$ cat src/rtl/irq_ctrl.sv
// Memory-mapped interrupt controller: samples up to NIRQ source lines, latches them
// into PEND per level/edge MODE, masks with EN and reports the lowest active index.
module irq_ctrl #(
    parameter int unsigned WIDTH = 32,
    parameter int unsigned NIRQ  = 32
) (
    input  logic             clk,
    input  logic             reset,
    input  logic             cs,
    input  logic             wen,
    input  logic [2:0]       addr,
    input  logic [WIDTH-1:0] din,
    output logic [WIDTH-1:0] dout,
    input  logic [NIRQ-1:0]  irqs,
    output logic             irq,
    output logic [4:0]       irq_id
);

    localparam int unsigned ID_W = 5;

    localparam logic [2:0] A_PEND   = 3'd0;
    localparam logic [2:0] A_EN     = 3'd1;
    localparam logic [2:0] A_MODE   = 3'd2;
    localparam logic [2:0] A_ACTIVE = 3'd3;
    localparam logic [2:0] A_RAW    = 3'd4;
    localparam logic [2:0] A_SET    = 3'd5;

    logic [NIRQ-1:0] s, p, pend, en, mode;
    logic [NIRQ-1:0] edge_v, setv, clrv, ack_v, w1c_v, swset_v, act;
    logic [ID_W-1:0] act_id;
    logic            wr;

    assign wr = cs & wen;

    // Bus-driven set/clear terms; the ACK uses the registered irq/irq_id of this cycle.
    assign w1c_v   = (wr && addr == A_PEND) ? din[NIRQ-1:0] : '0;
    assign swset_v = (wr && addr == A_SET)  ? din[NIRQ-1:0] : '0;
    assign ack_v   = (wr && addr == A_ACTIVE && irq) ? (NIRQ'(1) << irq_id) : '0;

    assign edge_v = s & ~p;
    assign setv   = (mode & edge_v) | (~mode & s) | swset_v;
    assign clrv   = w1c_v | ack_v;
    assign act    = pend & en;

    // Fixed priority: lowest index wins, so scan downward and let lower bits overwrite.
    always_comb begin
        act_id = '0;
        for (int i = NIRQ - 1; i >= 0; i--) begin
            if (act[i]) act_id = ID_W'(i);
        end
    end

    always_ff @(posedge clk or negedge reset) begin
        if (!reset) begin
            s      <= '0;
            p      <= '0;
            pend   <= '0;
            en     <= '0;
            mode   <= '0;
            irq    <= 1'b0;
            irq_id <= '0;
        end else begin
            s      <= irqs;
            p      <= s;
            // Set beats clear, so a still-asserted level source re-pends at once.
            pend   <= (pend & ~clrv) | setv;
            if (wr && addr == A_EN)   en   <= din[NIRQ-1:0];
            if (wr && addr == A_MODE) mode <= din[NIRQ-1:0];
            irq    <= |act;
            irq_id <= act_id;
        end
    end

    // Read mux; unmapped and write-only addresses read zero.
    always_comb begin
        dout = '0;
        case (addr)
            A_PEND:   dout = WIDTH'(pend);
            A_EN:     dout = WIDTH'(en);
            A_MODE:   dout = WIDTH'(mode);
            A_ACTIVE: begin
                dout[WIDTH-1]  = irq;
                dout[ID_W-1:0] = irq_id;
            end
            A_RAW:    dout = WIDTH'(s);
            default:  dout = '0;
        endcase
    end

endmodule

$ cat config.mk
export PLATFORM = sky130hd
export DESIGN_NAME = irq_ctrl
export DESIGN_NICKNAME = d
export VERILOG_FILES = /design/src/rtl/irq_ctrl.sv
export SDC_FILE = /design/constraint.sdc
export NUM_CORES = 1
export LEC_CHECK = 0
export ABC_AREA = 1
export BUFFER_PORTS_ARGS = -buffer_cell sky130_fd_sc_hd__clkbuf_2
export CAP_MARGIN = 20
export CORE_ASPECT_RATIO = 0.9
export CORE_MARGIN = 3
export CORE_UTILIZATION = 50
export CTS_BUF_LIST = sky130_fd_sc_hd__clkbuf_4
export DETAILED_ROUTE_END_ITERATION = 7
export HOLD_SLACK_MARGIN = 0.1
export PLACE_DENSITY_LB_ADDON = 0.08
export SETUP_SLACK_MARGIN = 0.1
export SLEW_MARGIN = 15
export SYNTH_ARGS = -nofsm -noshare
export SYNTH_HDL_FRONTEND = slang
export SYNTH_SLANG_ARGS = --single-unit
$ cat constraint.sdc
create_clock -name clk -period 2.15 [get_ports clk]
set_clock_uncertainty 0.2 [all_clocks]
set_input_delay 0.1075 -clock clk [delete_from_list [all_inputs] [get_ports clk]]
set_output_delay 0.1075 -clock clk [all_outputs]
set_load 0.03 [all_outputs]
; ---- Word-level counts from Yosys, hierarchy flattened
; Cells that the tools add are included.
[op_classes]
div_mod_pow = 0
muxes = 38
n_shift = 1
multipliers = 0
reduce_logical = 8
order_cmp = 0
n_eq_ne = 5
n_bitwise = 13
n_addsub = 0
[op_table]
columns = op, count
row1 = AND 32 bit, 5
row2 = two-way mux 5 bit, 32
row3 = OR 32 bit, 4
row4 = one-hot mux 26 bit (4 select lines), 1
row5 = two-way mux 32 bit, 3
row6 = NOT 32 bit, 3
row7 = OR reduction 32 bit, 1
row8 = << shifter 1 x 5 -> 32 bit (first input constant), 1
row9 = one-hot mux 5 bit (5 select lines), 1
row10 = equality test 3 x 2 -> 1 bit (second input constant), 2
row11 = equality test 3 bit (second input constant), 2
row12 = logical AND 1 bit, 6
row13 = one-hot mux 1 bit (5 select lines), 1
row14 = equality test 3 x 1 -> 1 bit (second input constant), 1
row15 = logical NOT 3 bit, 1
row16 = AND 1 bit, 1
[word_totals]
register_bits = 166
mem_count = 0
ram_bits = 0
mem_bits_ro = 0
in_bits = 71
latchBits = 0
wordCells = 72

; ---- Logic depth before layout (Yosys ltp)
; Gate-level depths: netlist of the first run.
[depth]
word_depth = 33
depth_mapped = 32
ltp_nobuf = 32

; ---- Least setup slack after synthesis of the first run
; No wires, ideal clock.
[synth_path]
path_type = reg2reg
from = register en[31]
to = register irq_id[0]
path_slack_ps = 84
arrival_time_ps = 1748
path_buffers = 0
synth_period_minus_slack_ps = 2066
stages_incl_launch_ff = 33
required_ps = 1832
cell_sequence = dfrtp_1 -> nand2_1 -> inv_1 -> nand2_1 -> nand2_1 -> nand2_1 -> nand2_1 -> nand2_1 -> nand2_1 -> nand2_1 -> nand2_1 -> nand2_1 -> nand2_1 -> nand2_1 -> nand2_1 -> nand2_1 -> nand2_1 -> nand2_1 -> nand2_1 -> nand2_1 -> nand2_1 -> nand2_1 -> nand2_1 -> nand2_1 -> nand2_1 -> nand2_1 -> nand2_1 -> nand2_1 -> nand2_1 -> nand2_1 -> nand2_1 -> nand2_1 -> a21oi_2
[synth_via]
elab_chain_len = 33
[synth_rtl]
columns = item, line
row1 = from (decl), 28  ; logic [NIRQ-1:0] s, p, pend, en, mode;
row2 = from (signal assigned), 67  ; if (wr && addr == A_EN) en <= din[NIRQ-1:0];
row3 = AND 32 bit, 43  ; assign act = pend & en;
row4 = two-way mux 5 bit (32 in series), 49  ; if (act[i]) act_id = ID_W'(i);
row5 = named net act_id[0], 30  ; logic [ID_W-1:0] act_id;
row6 = to (signal assigned), 70  ; irq_id <= act_id;
row7 = to (decl), 16  ; output logic [4:0] irq_id
; The timed path passes the listed nets, and every way through them passes these cells.
; A chain may end at the register's enable or synchronous reset.

; ---- Worst setup path in the final report of the first run
[layout_path]
from = register pend[31]
to = register irq_id[0]
[layout_via]
elab_chain_len = 33
[layout_rtl]
columns = item, line
row1 = from (decl), 28
row2 = from (signal assigned), 66  ; pend <= (pend & ~clrv) | setv;
row3 = AND 32 bit, 43
row4 = two-way mux 5 bit (32 in series), 49
row5 = named net act_id[0], 30
; The timed path passes the listed nets, and every way through them passes these cells.

==> metrics.csv, run 1 <==
metric,value,unit
outcome,finished with violations,
failing checks,negative setup slack,
Initial Util,0.518,
total wire length,22200,um
"Req. time, crit path",2.42,ns
most common library cells after synthesis,"364 x nand2_1, 166 x dfrtp_1, 74 x inv_1, 57 x o21ai_1",
first-pass GRT wire length,36500,um
P&R area growth vs syn,37.4,%
CTS tree,yes,
die span in x,134,um
initial antenna violation count,0,
worst r2r src,pend[31],
IO Pins,109,
Core ar.,0.0142,mm^2
CP max stage cell,dfrtp_1,
max frequency,0.430,GHz
worst hold path class,in -> reg,
initial drt markers,599,
final hold slack,0.141,ns
syn nets,947,
"count leader, synth",nand2_1,
gpl congestion,0.951,
Worst Hold Path Cells,4,
n_diodes,0,
RSZ-0062 raised after global routing,yes,
Overall Global Routing Usage,0.291,
pwr dens,747,mW/mm^2
number of synthesized register bits,166,
vias in the first global route,7004,
Nets,1216,
synthesized instance count,876,
worst slew pin tran,0.484,ns
worst vdd ir,0.000508,V
Die ar.,0.0162,mm^2
Worst path max stage delay,0.40,ns
pre-CTS setup slack,-0.165,ns
final instance count without filler cells,1351,
Final Instance Area,0.0101,mm^2
minimum clock period,2.33,ns
Post-synth EDFFs,0,
floorplan row count,41,
largest net degree at the start of global routing,49,
max-slew violation count,0,
Root Buffer,clkbuf_4,
Hold Crit Start,din[18],
total number of vias,7056,
total gr overflow,0,
DP HPWL,14600,um
layout cells sized above 1,0.181,
DR pass1 iterations,7,
CP most frequent cell,nand2_1,
clk slew on worst S/H paths,0.15,ns
Synth cell types,25,
Max-Slew Margin vs Limit,0.677,
crit end category,flip-flop,
Tcrit/Tclk final,1.08,
area of the mapped netlist,0.00733,mm^2
DRC,0,
Hold Path End,mode[18],
Synth top area share,0.567,
reg2reg end,irq_id[0],
crit path max fanout,2,
Syn Area/Cell,8.37,um^2
H-tree depth,4,
CP startpoint kind,flip-flop,
vias per cell,5.22,
CTS Buf Count,17,
Fin Setup TNS,-0.177,ns
synth top area cells,"dfrtp_1 57%, nand2_1 19%, o21ai_1 3.9%",
Post-DRT Antenna Nets,0,
Placed Area,0.00833,mm^2
R2R cell count,32,
share of flip-flops with an asynchronous set or reset,1.00,
CTS Buffer Depth,2,
Final setup viols,1,
final count of hold timing violations,0,
Yosys top cell by area,dfrtp_1,
PnR Total Power,7.53,mW
port bufs,108,
arrival time worst endpoint,2.60,ns
max-cap violations,0,
WS Path Type,reg -> reg,
sequential area share after synthesis,0.567,
"Primary FF master, synth",dfrtp_1,
routed len/inst,16.5,um
FF-to-FF setup slack,-0.18,ns
clock sink count,166,
Worst-Skew Late Latency,0.58,ns
Setup WS post-layout,-0.177,ns
Layout Utilization,0.711,
Leakage Power,4.72,nW
Die Ht,121,um
YS warnings,0,
Inst Count DP,1180,
power breakdown:
part           switching, mW  internal (mW)
Combinational           1.15          0.724
Clock                   1.09          0.822
Sequential             0.273           3.46
Total                   2.52           5.01
worst max-delay path by stage:
stage | startpoint | to | slack [ns]
floorplan | en[31] | irq_id[0] | 0.09
global placement | pend[31] | irq_id[0] | -0.15
detailed placement | pend[31] | irq_id[0] | -0.16
CTS | pend[30] | irq_id[0] | -0.18
global route | en[31] | irq_id[0] | -0.51
finish | pend[31] | irq_id[0] | -0.18
metal layers:
layer,global-route usage,up-vias,part of all wire
met1,0.408,3337,0.46
met2,0.439,248,0.45
met3,0.0788,39,0.069
met5,0,-,0
li1,-,3432,-
met4,0.105,0,0.025
final cells by class:
type,instances,area [um^2]
sequential,166,4150
fill,1149,4090
multi-input combinational,594,2780
timing repair buffer,286,2290
inverter,80,313
tap,193,241
clock inverter,13,156
clock buffer,19,143
worst max-delay path: cells and delay by family, from the launching register on:
family          cells  cell delay (ns)
simple gates       30             1.49
flops               1             0.40
buf+inv             1             0.04
compound gates      1             0.05
state kept, by name, summed over array words and instances, names as in the netlist:
register and count:
en 32, mode 32, p 32, pend 32, s 32, irq_id 5
irq 1
layout by cell type, fill, tap and decap left out, drive strengths merged:
cell type,instances
clkinv,4
o31ai,1
o21bai,1
clkbuf,122
dlygate4sd3,131
buf,50
clkinvlp,6
nor2,24
a221oi,4
a21boi,1
bufinv,3
a31oi,3
nor4,1
nand2,372
o21ai,67
o2111ai,26
dlymetal6s4s,2
inv,80
o22ai,5
a21oi,5
nor3,2
dfrtp,166
nand4,17
nand3,34
o211ai,31
timing repair:
| action | in CTS | in global routing |
|---|---|---|
| buffers inserted | 4 | 2 |
| gates resized for setup | 9 | 23 |
| setup endpoints to repair | 6 | 45 |
| pin swaps | 1 | 2 |
| endpoints found under the hold margin | 294 | 0 |
| hold buffers | 134 | 0 |
cells by family (layout without fill, tap and decap cells):
group / count (synthesis) / in the layout / share of synthesized area
and+or+nand+nor: 450 / 450 / 0.247
DFF: 166 / 166 / 0.567
AOI/OAI and AO/OA: 144 / 144 / 0.127
buffers and inverters: 116 / 398 / 0.0594
(Power assumes the default switching activity.)
==> inputs of run 2 (changes only) <==
--- a/config.mk
+++ b/config.mk
@@ -8,13 +8,12 @@
 export ABC_AREA = 1
 export BUFFER_PORTS_ARGS = -buffer_cell sky130_fd_sc_hd__clkbuf_2
 export CAP_MARGIN = 20
-export CORE_ASPECT_RATIO = 0.9
+export CORE_ASPECT_RATIO = 1.1
 export CORE_MARGIN = 3
 export CORE_UTILIZATION = 50
-export CTS_BUF_LIST = sky130_fd_sc_hd__clkbuf_4
 export DETAILED_ROUTE_END_ITERATION = 7
 export HOLD_SLACK_MARGIN = 0.1
-export PLACE_DENSITY_LB_ADDON = 0.08
+export PLACE_DENSITY = 0.74
 export SETUP_SLACK_MARGIN = 0.1
 export SLEW_MARGIN = 15
 export SYNTH_ARGS = -nofsm -noshare
==> run 2 against run 1 <==
Effect of this change:
- total power grew 12%
- sequential cell count is the same
- register-to-register slack is essentially flat
- largest cell class unchanged
- maximum frequency grew 0.43%
- die area is essentially flat
- the flow still finishes with violations (negative setup slack)
- via count shrank 1.8%
- sequential share of layout area grew 1.6 points
- critical endpoint unchanged
- critical path type unchanged
- final area shrank 3.8%
==> metrics.csv, run 2 (synthesized netlist as in run 1, its figures left out) <==
metric,value,unit,change
CP most frequent cell,nand2_1,,
final hold slack,0.110,ns,-0.0314 ns
"commonest cells after routing, fill and taps aside","360 x nand2_1, 164 x dfrtp_1, 106 x clkbuf_2, 80 x dlygate4sd3_1, 70 x inv_1",,
DR pass1 iterations,5,,-2
crit end category,flip-flop,,
pwr dens,874,mW/mm^2,+17%
Setup WS post-layout,-0.167,ns,+0.00988 ns
arrival time worst endpoint,2.45,ns,-0.15 ns
gpl congestion,0.880,,-7.4%
DP HPWL,14100,um,-3.7%
Net Sw Power,2.80,mW,+11%
Initial Util,0.521,,+0.00304
worst slew pin tran,0.483,ns,-0.00107 ns
layout cells sized above 1,0.188,,+0.00627
n_diodes,0,,unchanged
floorplan row count,45,,+9.8%
Die Ht,133,um,+10%
clk slew on worst S/H paths,0.07,ns,-0.08 ns
outcome,finished with violations,,
max-slew violation count,0,,unchanged
DRC,0,,unchanged
Worst-Skew Late Latency,0.44,ns,-0.14 ns
routed len/inst,16.5,um,+0.57%
# fillers,1146,,-0.26%
total number of vias,6932,,-1.8%
port bufs,108,,unchanged
max frequency,0.432,GHz,+0.43%
pre-CTS setup slack,-0.157,ns,+0.00751 ns
WS Path Type,reg -> reg,,
CP startpoint kind,flip-flop,,
Clock Power Share,0.345,,+0.091
"Req. time, crit path",2.28,ns,-0.14 ns
vias per cell,5.39,,+3.2%
largest net degree at the start of global routing,62,,+27%
failing checks,negative setup slack,,
cell-internal power,5.67,mW,+13%
H-tree depth,4,,unchanged
CTS Buffer Depth,2,,unchanged
Nets,1156,,-4.9%
CP max stage cell,dfrtp_1,,
first-pass GRT wire length,34600,um,-5.2%
Overall Global Routing Usage,0.275,,-0.0166
Max-Slew Margin vs Limit,0.678,,+0.000714
"commonest non-fill, non-tap cell in the layout",nand2_1,,
IO Pins,109,,unchanged
total gr overflow,0,,unchanged
Worst path max stage delay,0.38,ns,-0.02 ns
P&R area growth vs syn,32.2,%,
max-cap violations,0,,unchanged
Leakage Power,4.61,nW,-2.3%
Root Buffer,clkbuf_16,,
Core ar.,0.0141,mm^2,-0.58%
Reg power frac,0.445,,-0.051
clock sink count,166,,unchanged
initial drt markers,530,,-12%
combinational share of power,0.209,,-0.040
Post-DRT Antenna Nets,0,,unchanged
worst vdd ir,0.000670,V,+32%
FF-to-FF setup slack,-0.17,ns,about the same
CTS tree,yes,,
initial antenna violation count,0,,unchanged
minimum clock period,2.32,ns,-0.00988 ns
worst hold path class,in -> reg,,
die span in x,121,um,-9.1%
Tcrit/Tclk final,1.08,,-0.00460
Sw Share,0.331,,-0.00370
Final setup viols,1,,unchanged
crit path max fanout,2,,unchanged
total wire length,21300,um,-4.3%
final count of hold timing violations,0,,unchanged
CTS Buf Count,17,,unchanged
RSZ-0062 raised after global routing,yes,,
vias in the first global route,6884,,-1.7%
Die ar.,0.0162,mm^2,about the same
## run 2: per-stage QoR
stage | area, um^2 | power, mW | utilization | setup TNS (ns) | instances
floorplan | 7330 | 4.76 | - | 0 | 876
global placement | 8270 | 5.34 | 0.587 | -0.139 | 1168
detailed placement | 8270 | 5.38 | 0.587 | -0.157 | 1168
CTS | 9640 | 8.43 | 0.685 | -0.180 | 1281
global route | 9690 | 8.89 | 0.689 | -0.568 | 1286
finish | 9690 | 8.47 | 0.689 | -0.167 | 1286
## run 2: power groups by stage
stage | clock, mW | combinational [mW] | sequential, mW
finish | 2.93 | 1.77 | 3.77
global route | 3.09 | 1.98 | 3.81
CTS | 2.97 | 1.70 | 3.77
detailed placement | 0 | 1.56 | 3.82
global placement | 0 | 1.54 | 3.80
floorplan | 0 | 0.993 | 3.76
## run 2: final cells by class
class                   count  area [um^2]  area share
flip-flops and latches    166         4160       0.429
multi-input cells         594         2770       0.285
repair buffers            226         1670       0.172
clock buffers              17          425      0.0439
inverters                  80          303      0.0312
well taps                 188          235      0.0243
clock inverters            15          135      0.0139
## run 2: metal layers
layer | global-route usage | up-vias | routed length, um
met3 | 0.0680 | 55 | 1420
met2 | 0.448 | 268 | 10400
li1 | - | 3307 | -
met1 | 0.351 | 3302 | 8820
met5 | 0 | - | 0
met4 | 0.110 | 0 | 643
## run 2: what timing repair did
item	4_1_cts	5_1_grt
hold buffers	80	0
hold endpoints to repair	294	0
pin swaps	0	5
setup endpoints to repair	4	5
buffers inserted	1	5
gates cloned	0	0
gates resized for setup	4	7
## run 2: worst max-delay path: cells and delay by family, from the launching register on
family | cells | cell delay (ns)
simple gates | 30 | 1.54
flops | 1 | 0.38
compound gates | 1 | 0.05
buf+inv | 1 | 0.04
## run 2: worst paths after layout
| check | start | end | cells past startpoint |
|---|---|---|---|
| setup / recovery | pend[31] | irq_id[0] | 32 |
| hold reg to reg | s[14] | p[14] | 0 |
| max in group asynchronous | reset | irq_id[1] | 4 |
| hold / removal | irqs[29] | s[29] | 2 |
| min in group asynchronous | reset | mode[26] | 3 |
| setup reg to reg | pend[31] | irq_id[0] | 32 |
